## src/rtl/cpu_run_if.sv

```systemverilog
// cpu_run_if: control/status bundle between the run sequencer and its controller/datapath glue.
interface cpu_run_if;
    logic       start;
    logic       stop;
    logic       step_mode;
    logic       step;
    logic [3:0] pc;
    logic       alu_ovf;
    logic       set_pc;
    logic       exec_en;
    logic       running;
    logic       halted;
    logic [7:0] ins_count;
    logic       ovf_seen;
    logic [1:0] halt_cause;
    modport master (
        output start, stop, step_mode, step, pc, alu_ovf,
        input  set_pc, exec_en, running, halted, ins_count, ovf_seen, halt_cause
    );
    modport slave (
        input  start, stop, step_mode, step, pc, alu_ovf,
        output set_pc, exec_en, running, halted, ins_count, ovf_seen, halt_cause
    );
endinterface

```

## src/rtl/cpu_run_ctrl.sv

```systemverilog
// cpu_run_ctrl: run/step sequencer for the 4-bit CPU; drives set_pc and exec_en,
// counts retired instructions and latches the halt cause and a sticky ALU overflow.
module cpu_run_ctrl #(
    parameter int MAX_INS     = 255,
    parameter int INIT_CYCLES = 1
) (
    input logic       clk,
    input logic       rst_n,
    cpu_run_if.slave  bus
);
    typedef enum logic [2:0] {IDLE, INIT, RUN, STEP_WAIT, STEP_EXEC, HALT} state_t;
    state_t     state, nxt;
    logic [3:0] init_cnt;
    logic [3:0] last_pc;
    logic       last_valid;
    logic       step_q;
    logic       retire;
    logic       step_rise;
    logic       self_loop;
    logic       at_limit;
    logic [1:0] cause;
    assign retire    = state == RUN || state == STEP_EXEC;
    assign step_rise = bus.step & ~step_q;
    assign self_loop = last_valid && bus.pc == last_pc;
    assign at_limit  = {1'b0, bus.ins_count} + 9'd1 == 9'(MAX_INS);
    assign cause     = bus.stop ? 2'b01 : self_loop ? 2'b10 : at_limit ? 2'b11 : 2'b00;
    always_comb begin
        nxt = state;
        case (state)
            IDLE:      nxt = bus.start ? INIT : IDLE;
            INIT:      nxt = bus.stop ? HALT
                           : init_cnt == 4'(INIT_CYCLES - 1) ? (bus.step_mode ? STEP_WAIT : RUN)
                           : INIT;
            RUN:       nxt = cause != 2'b00 ? HALT : bus.step_mode ? STEP_WAIT : RUN;
            STEP_WAIT: nxt = bus.stop ? HALT : step_rise ? STEP_EXEC : !bus.step_mode ? RUN : STEP_WAIT;
            STEP_EXEC: nxt = cause != 2'b00 ? HALT : STEP_WAIT;
            HALT:      nxt = bus.start ? INIT : HALT;
            default:   nxt = IDLE;
        endcase
    end
    // Outputs are registered from the next state so they always match the state register.
    always_ff @(posedge clk or negedge rst_n) begin
        if (!rst_n) begin
            state          <= IDLE;
            init_cnt       <= '0;
            last_pc        <= '0;
            last_valid     <= 1'b0;
            step_q         <= 1'b0;
            bus.set_pc     <= 1'b0;
            bus.exec_en    <= 1'b0;
            bus.running    <= 1'b0;
            bus.halted     <= 1'b0;
            bus.ins_count  <= '0;
            bus.ovf_seen   <= 1'b0;
            bus.halt_cause <= 2'b00;
        end else begin
            state       <= nxt;
            step_q      <= bus.step;
            bus.set_pc  <= nxt == INIT;
            bus.exec_en <= nxt == RUN || nxt == STEP_EXEC;
            bus.running <= nxt inside {INIT, RUN, STEP_WAIT, STEP_EXEC};
            bus.halted  <= nxt == HALT;
            if (nxt == INIT && state != INIT) begin
                init_cnt       <= '0;
                bus.ins_count  <= '0;
                bus.ovf_seen   <= 1'b0;
                bus.halt_cause <= 2'b00;
                last_valid     <= 1'b0;
            end else if (state == INIT) begin
                init_cnt <= init_cnt + 4'd1;
            end
            if (retire) begin
                bus.ins_count <= bus.ins_count + {7'd0, bus.ins_count != 8'hFF};
                last_pc       <= bus.pc;
                last_valid    <= 1'b1;
                bus.ovf_seen  <= bus.ovf_seen | bus.alu_ovf;
            end
            if (nxt == HALT && state != HALT)
                bus.halt_cause <= cause;
        end
    end
endmodule

```

## src/flat_wrapper.sv

```systemverilog
// flat-port wrapper written by rule: the top's interface ports become plain ports
module cpu_run_ctrl_flat 
#(
    parameter int MAX_INS     = 255,
    parameter int INIT_CYCLES = 1
)
  (clk, rst_n, bus_start, bus_stop, bus_step_mode, bus_step, bus_pc, bus_alu_ovf, bus_set_pc, bus_exec_en, bus_running, bus_halted, bus_ins_count, bus_ovf_seen, bus_halt_cause);
  cpu_run_if bus_i ();
  input logic clk;
  input logic rst_n;
  input wire logic [$bits(bus_i.start)-1:0] bus_start;
  input wire logic [$bits(bus_i.stop)-1:0] bus_stop;
  input wire logic [$bits(bus_i.step_mode)-1:0] bus_step_mode;
  input wire logic [$bits(bus_i.step)-1:0] bus_step;
  input wire logic [$bits(bus_i.pc)-1:0] bus_pc;
  input wire logic [$bits(bus_i.alu_ovf)-1:0] bus_alu_ovf;
  output wire logic [$bits(bus_i.set_pc)-1:0] bus_set_pc;
  output wire logic [$bits(bus_i.exec_en)-1:0] bus_exec_en;
  output wire logic [$bits(bus_i.running)-1:0] bus_running;
  output wire logic [$bits(bus_i.halted)-1:0] bus_halted;
  output wire logic [$bits(bus_i.ins_count)-1:0] bus_ins_count;
  output wire logic [$bits(bus_i.ovf_seen)-1:0] bus_ovf_seen;
  output wire logic [$bits(bus_i.halt_cause)-1:0] bus_halt_cause;
  assign bus_i.start = bus_start;
  assign bus_i.stop = bus_stop;
  assign bus_i.step_mode = bus_step_mode;
  assign bus_i.step = bus_step;
  assign bus_i.pc = bus_pc;
  assign bus_i.alu_ovf = bus_alu_ovf;
  assign bus_set_pc = bus_i.set_pc;
  assign bus_exec_en = bus_i.exec_en;
  assign bus_running = bus_i.running;
  assign bus_halted = bus_i.halted;
  assign bus_ins_count = bus_i.ins_count;
  assign bus_ovf_seen = bus_i.ovf_seen;
  assign bus_halt_cause = bus_i.halt_cause;
  cpu_run_ctrl #(.MAX_INS(MAX_INS), .INIT_CYCLES(INIT_CYCLES)) u_core (.clk(clk), .rst_n(rst_n), .bus(bus_i));
endmodule
```

## config.mk

```make
export PLATFORM = sky130hd
export DESIGN_NAME = cpu_run_ctrl_flat
export DESIGN_NICKNAME = d
export VERILOG_FILES = /design/src/rtl/cpu_run_if.sv /design/src/rtl/cpu_run_ctrl.sv /design/src/flat_wrapper.sv
export SDC_FILE = /design/constraint.sdc
export NUM_CORES = 1
export LEC_CHECK = 0
export CORE_AREA = 2 2 87 89
export CTS_BUF_LIST = sky130_fd_sc_hd__clkbuf_8 sky130_fd_sc_hd__clkbuf_16
export CTS_CLUSTER_SIZE = 28
export DETAILED_ROUTE_END_ITERATION = 10
export DIE_AREA = 0 0 89 91
export DONT_BUFFER_PORTS = 1
export PLACE_DENSITY = 0.44
export SLEW_MARGIN = 30
export SYNTH_ARGS = -nofsm -noshare
export SYNTH_HDL_FRONTEND = slang
export SYNTH_SLANG_ARGS = --single-unit
```

## constraint.sdc

```tcl
create_clock -name clk -period 2.5 [get_ports clk]
set_input_delay 0.25 -clock clk [delete_from_list [all_inputs] [get_ports clk]]
set_output_delay 0.25 -clock clk [all_outputs]
set_load 0.1 [all_outputs]
```

Word level (Yosys, flattened, before mapping) --
Cells that the tools add are included.
Word-level totals: output and inout port bits 15, input bits 11, flip-flop bits (word level) 28, word-level logic and storage cells 67
Operators by class: reductions and logical operators 12, equality and inequality tests 15, add/subtract/negate cells 3, bitwise logic cells 3, muxes and demuxes 22
Operators with widths (count):
- 2-to-1 mux 3 bit | 7
- case mux 3 bit (6 select lines) | 1
- 2-to-1 mux 8 bit | 2
- == test 3 x 2 -> 1 bit (second input constant) | 4
- == test 3 bit (second input constant) | 4
- 2-to-1 mux 2 bit | 5
- adder 8 x 1 -> 9 bit (second input constant) | 1
- == test 9 x 8 -> 1 bit (second input constant) | 1
- adder 8 x 1 -> 8 bit | 1
- 2-to-1 mux 4 bit | 2
- != test 8 bit (second input constant) | 1
- nonzero test 2 bit | 4
- == test 3 x 1 -> 1 bit (second input constant) | 2
- 2-to-1 mux 1 bit | 5
- adder 4 x 1 -> 4 bit (second input constant) | 1
- == test 4 bit | 1
- logical NOT 4 bit | 1
- nonzero test 4 bit | 1
- logical AND 1 bit | 3
- logical NOT 3 bit | 1
- != test 3 x 1 -> 1 bit (second input constant) | 1
- != test 3 bit (second input constant) | 1
- logical OR 1 bit | 2
- AND 1 bit | 1
- other kinds (2) | 2

Logic depth before layout (Yosys ltp) --
depth after elaboration 12, depth in mapped cells 9, depth with buffers taken out 9

Worst setup path after synthesis --
Ideal clock, no wire load.
kind register to register, from register u_core.bus.ins_count[2], to register u_core.bus.ins_count[4], clock period less this slack 2.623 ns, required time 2.374 ns, buffers on the path 0, path slack -0.123 ns, library setup time 0.126 ns, arrival time 2.497 ns, stages on the path, launching flop included 9, cells stage by stage dfrtp_1 nand4_1 or2_2 ha_1 ha_1 and3_1 nor3b_1 a21oi_1 o21ai_1
On the way: cells in the longest elaborated chain, start to end 11, elaborated cells between the ends (all ways) 15, classes of those cells add/sub (2); eq/ne (3); mux (7); reduce/logical (3)
Ends and longest elaborated chain:
- start, declared | RTL line cpu_run_if.sv:22 | output set_pc, exec_en, running, halted, ins_count, ovf_seen, halt_cause
- start signal, assigned | RTL line cpu_run_ctrl.sv:73 | bus.ins_count <= bus.ins_count + {7'd0, bus.ins_count != 8'hFF};
- adder 8 x 1 -> 9 bit | RTL line cpu_run_ctrl.sv:25 | assign at_limit = {1'b0, bus.ins_count} + 9'd1 == 9'(MAX_INS);
- == test 9 x 8 -> 1 bit | RTL line cpu_run_ctrl.sv:25
- 2-to-1 mux 2 bit (3 in a row) | RTL line cpu_run_ctrl.sv:26 | assign cause = bus.stop ? 2'b01 : self_loop ? 2'b10 : at_limit ? 2'b11 : 2'b00;
- nonzero test 2 bit | RTL line cpu_run_ctrl.sv:34, cpu_run_ctrl.sv:36
- 2-to-1 mux 3 bit (on tied branches) | RTL line cpu_run_ctrl.sv:34, cpu_run_ctrl.sv:36
- case mux 3 bit (6 select lines) | RTL line cpu_run_ctrl.sv:29 | case (state)
- == test 3 x 1 -> 1 bit | RTL line cpu_run_ctrl.sv:63 | if (nxt == INIT && state != INIT) begin
- logical AND 1 bit | RTL line cpu_run_ctrl.sv:63
- nonzero test 2 bit (no source line)
Parallel ways exist; a longest one is shown, timed or not. A chain may end at the register's enable or synchronous reset.

Worst setup path in the final report --
from register u_core.state[2], to register u_core.bus.halt_cause[1]
On the way: cells in the longest elaborated chain, start to end 5, elaborated cells between the ends (all ways) 15, classes of those cells eq/ne (9); mux (2); reduce/logical (4)
Ends and longest elaborated chain:
- start, declared | RTL line cpu_run_ctrl.sv:12 | state_t state, nxt;
- start signal, assigned | RTL line cpu_run_ctrl.sv:57 | state <= nxt;
- == test 3 bit, or another cell as far along | RTL line cpu_run_ctrl.sv:29
- case mux 3 bit (6 select lines) | RTL line cpu_run_ctrl.sv:29
- == test 3 bit or == test 3 x 1 -> 1 bit (tied branches) | RTL line cpu_run_ctrl.sv:78, cpu_run_ctrl.sv:63
- logical AND 1 bit (on tied branches) | RTL line cpu_run_ctrl.sv:78, cpu_run_ctrl.sv:63
- 2-to-1 mux 2 bit or nonzero test 2 bit (tied branches)
- end signal, assigned | RTL line cpu_run_ctrl.sv:79 | bus.halt_cause <= cause;
- end, declared | RTL line cpu_run_if.sv:22
Parallel ways exist; a longest one is shown, timed or not.

==> impl_results.md <==
* Clock sink count at 28
* DRT Pass-1 Iters at 4
* Cts repair resizes at 0
* Port bufs at 0
* Critical Path RT at 2.67 ns
* Cell area after synthesis at 1742 um2
* Initial core utilization at 24.40%
* CTS buffer count at 3
* Cells along the critical path: nor3b_1, a221oi_2, a2111oi_2, a31o_2, nor2_1, a22o_1
* Die Y at 91 um
* Layout area overhead at 16.74%
* Yosys top cell by area: dfrtp_1
* Die area at 8099 um2
* Most common cell after layout, fill and taps aside: nand2_1
* Clk root buf: clkbuf_8
* CP arrival at 2.33 ns
* DRT Wirelength at 4192 um
* Vias per cell at 4.578
* Final min period at 2.162 ns
* GP Congestion at 0.7954
* Die width at 89 um
* Tightest Pin Transition at 0.8887 ns
* Area after DPL at 1922 um2
* Crit. Startpoint: u_core.state[2]
* Maximum VDD drop at 0.0003966 V
* Commonest cells after routing, fill and taps aside: 37 x nand2_1, 24 x dfrtp_1, 16 x nor2_1
* FF+latch count, synth at 28
* Via count at 1410
* Fin area at 2033 um2
* Final Hold Viols at 0
* Post-synth ARST share at 100.0%
* Fin crit share at 86.49%
* Slew HR at 40.80%
* Pin count of the biggest net entering global routing at 29
* Clock buffer depth at 2
* Diode count at 0
* Setup Viol. Count Final at 0
* Slowest CP cell: dfrtp_1
* LEAKAGE at 0.0008490 uW
* Clock transition at path regs at 0.11 ns
* Initial antenna violation count at 0
* Antenna viol nets, final at 0
* Syn_nets at 213
* Fin Setup TNS at 0 ns
* CTS H-tree depth at 1
* CTS tree: built
* Ports at 26
* Crit path max fanout at 16
* Total track usage at 11.73%
* Top FF cell, synth: dfrtp_1
* Crit start category: register
* Worst min path class: primary input to register
* Max-cap viol count at 0
* Clock Skews at 0.01140 ns
* RSZ-0062 raised after global routing: false
* FF-to-FF Start: u_core.state[2]
* PwrDens at 1316 nW/um2
* Share of the synthesized area in the top cell type at 40.23%
* Status: finished, final reports clean
* Post-synth EDFFs at 0
* Final slew viol count at 0
* Synth area leaders: dfrtp_1 40%, nand2_1 8.0%, nor2_1 3.4%, ha_1 2.9%, o21ai_1 2.9%
* Clk_lat worst skew at 0.28 ns
* DRC at 0
* Kind of capture point of the worst setup path: register
* Post-Synthesis Cells at 198
* Yosys cell types at 51
* Area of the core at 7137 um2
* Synth Warn # at 0
* DRT iter0 DRCs at 112
* Sequential area share after synthesis at 40.23%
* Mean Syn Cell Area at 8.796 um2
* Layout cells sized above 1 at 17.70%
* Max Clk Rate at 462.5 MHz
* Slowest Stage Delay on Critical Path at 0.74 ns
* Row count at 31
* DP HPWL at 3019 um
* Min-delay src: bus_pc[3]
* Vias in the first global route at 1434
* Critical path class: register to register
* Grt total ovfl at 0
* Layout net count at 225
* WL/cell at 13.61 um
* First-pass GRT wire length at 7486 um
==> Yosys cell counts, types with 3 or more instances <==
| library cell | number |
|---|---|
| clkbuf_1 | 3 |
| and2_1 | 3 |
| nand3_1 | 9 |
| xnor2_1 | 3 |
| nand4_1 | 4 |
| o21ai_0 | 7 |
| nor3b_1 | 3 |
| nor3_1 | 4 |
| a21o_1 | 3 |
| inv_1 | 3 |
| and3_1 | 3 |
| xor2_1 | 3 |
| nand2b_1 | 3 |
| a21oi_1 | 7 |
| ha_1 | 4 |
| buf_2 | 4 |
| nor2_1 | 16 |
| nor2b_1 | 6 |
| dfrtp_1 | 28 |
| o21ai_1 | 10 |
| nand2_1 | 37 |
==> cell families (layout without fill, tap and decap cells) <==
group / Yosys count / count (layout) / synth area share, %
flops: 28 / 28 / 40.23
buf+inv: 13 / 24 / 3.520
simple gates: 101 / 101 / 30.17
compound gates: 46 / 46 / 20.19
fa+ha+maj: 4 / 4 / 2.874
xor+xnor: 6 / 6 / 3.018
==> final timing paths <==
| kind | endpoint | slack (ns) | cells past startpoint |
|---|---|---|---|
| worst max-delay path | u_core.bus.halt_cause[1] | 0.34 | 6 |
| worst min-delay path | u_core.last_pc[3] | 0.06 | 2 |
| worst max register to register | u_core.bus.halt_cause[1] | 0.34 | 6 |
| worst min register to register | u_core.last_pc[2] | 0.50 | 2 |
| max in group asynchronous | u_core.bus.exec_en | 1.90 | 2 |
| min in group asynchronous | u_core.bus.ins_count[3] | 0.42 | 2 |
==> what timing repair did <==
action,4_1_cts,5_1_grt
endpoints found under the setup margin,0,0
buffers inserted,0,0
hold endpoints to repair,29,0
hold buffers,3,0
==> sequential cells by signal (all words and copies together) (netlist names) <==
name / cells
u_core.init_cnt: 4
u_core.bus.running: 1
u_core.bus.halt_cause: 2
u_core.bus.halted: 1
u_core.bus.set_pc: 1
u_core.last_pc: 4
u_core.last_valid: 1
u_core.state: 3
u_core.bus.ovf_seen: 1
u_core.bus.exec_en: 1
u_core.bus.ins_count: 8
u_core.step_q: 1
==> final cells by class <==
cell class                 count  area [um2]
fill                         775        5104
sequential                    28       705.7
clock inverter                 1       30.03
timing repair buffer          16       137.6
tap                           99       123.9
inverter                       4       15.01
multi-input combinational    157       979.7
clock buffer                   3       41.29
==> per-layer routing <==
metal | GRT usage (%) | routed length (um)
met5 | 0 | 0
met4 | 3.358 | 52
met3 | 1.636 | 189
met2 | 17.29 | 1859
met1 | 17.71 | 2090
==> report_power, final <==
part / switching, uW / internal (uW)
Clock: 152 / 215
Combinational: 837 / 462
Sequential: 418 / 593
==> stage by stage <==
step           power (uW)  hold slack, ns  setup slack [ns]  instances  util [%]
2_1_floorplan        2051        -0.04559           0.04997        198         -
3_5_place_dp         2314        -0.04469            0.3569        301     26.93
6_report             2676         0.06469            0.3378        308     28.49
4_1_cts              2707         0.06124            0.3418        308     28.49
5_1_grt              2899         0.07195           0.06243        308     28.49
3_3_place_gp         2316        -0.04487            0.4387        301     26.93
==> worst max-delay path, delay by kind of cell, from the launching register on <==
kind,cells,cell delay (ns)
compound gates,4,0.88
simple gates,2,0.44
flops,1,0.74
Note: power is estimated with default switching activity, not from simulation.
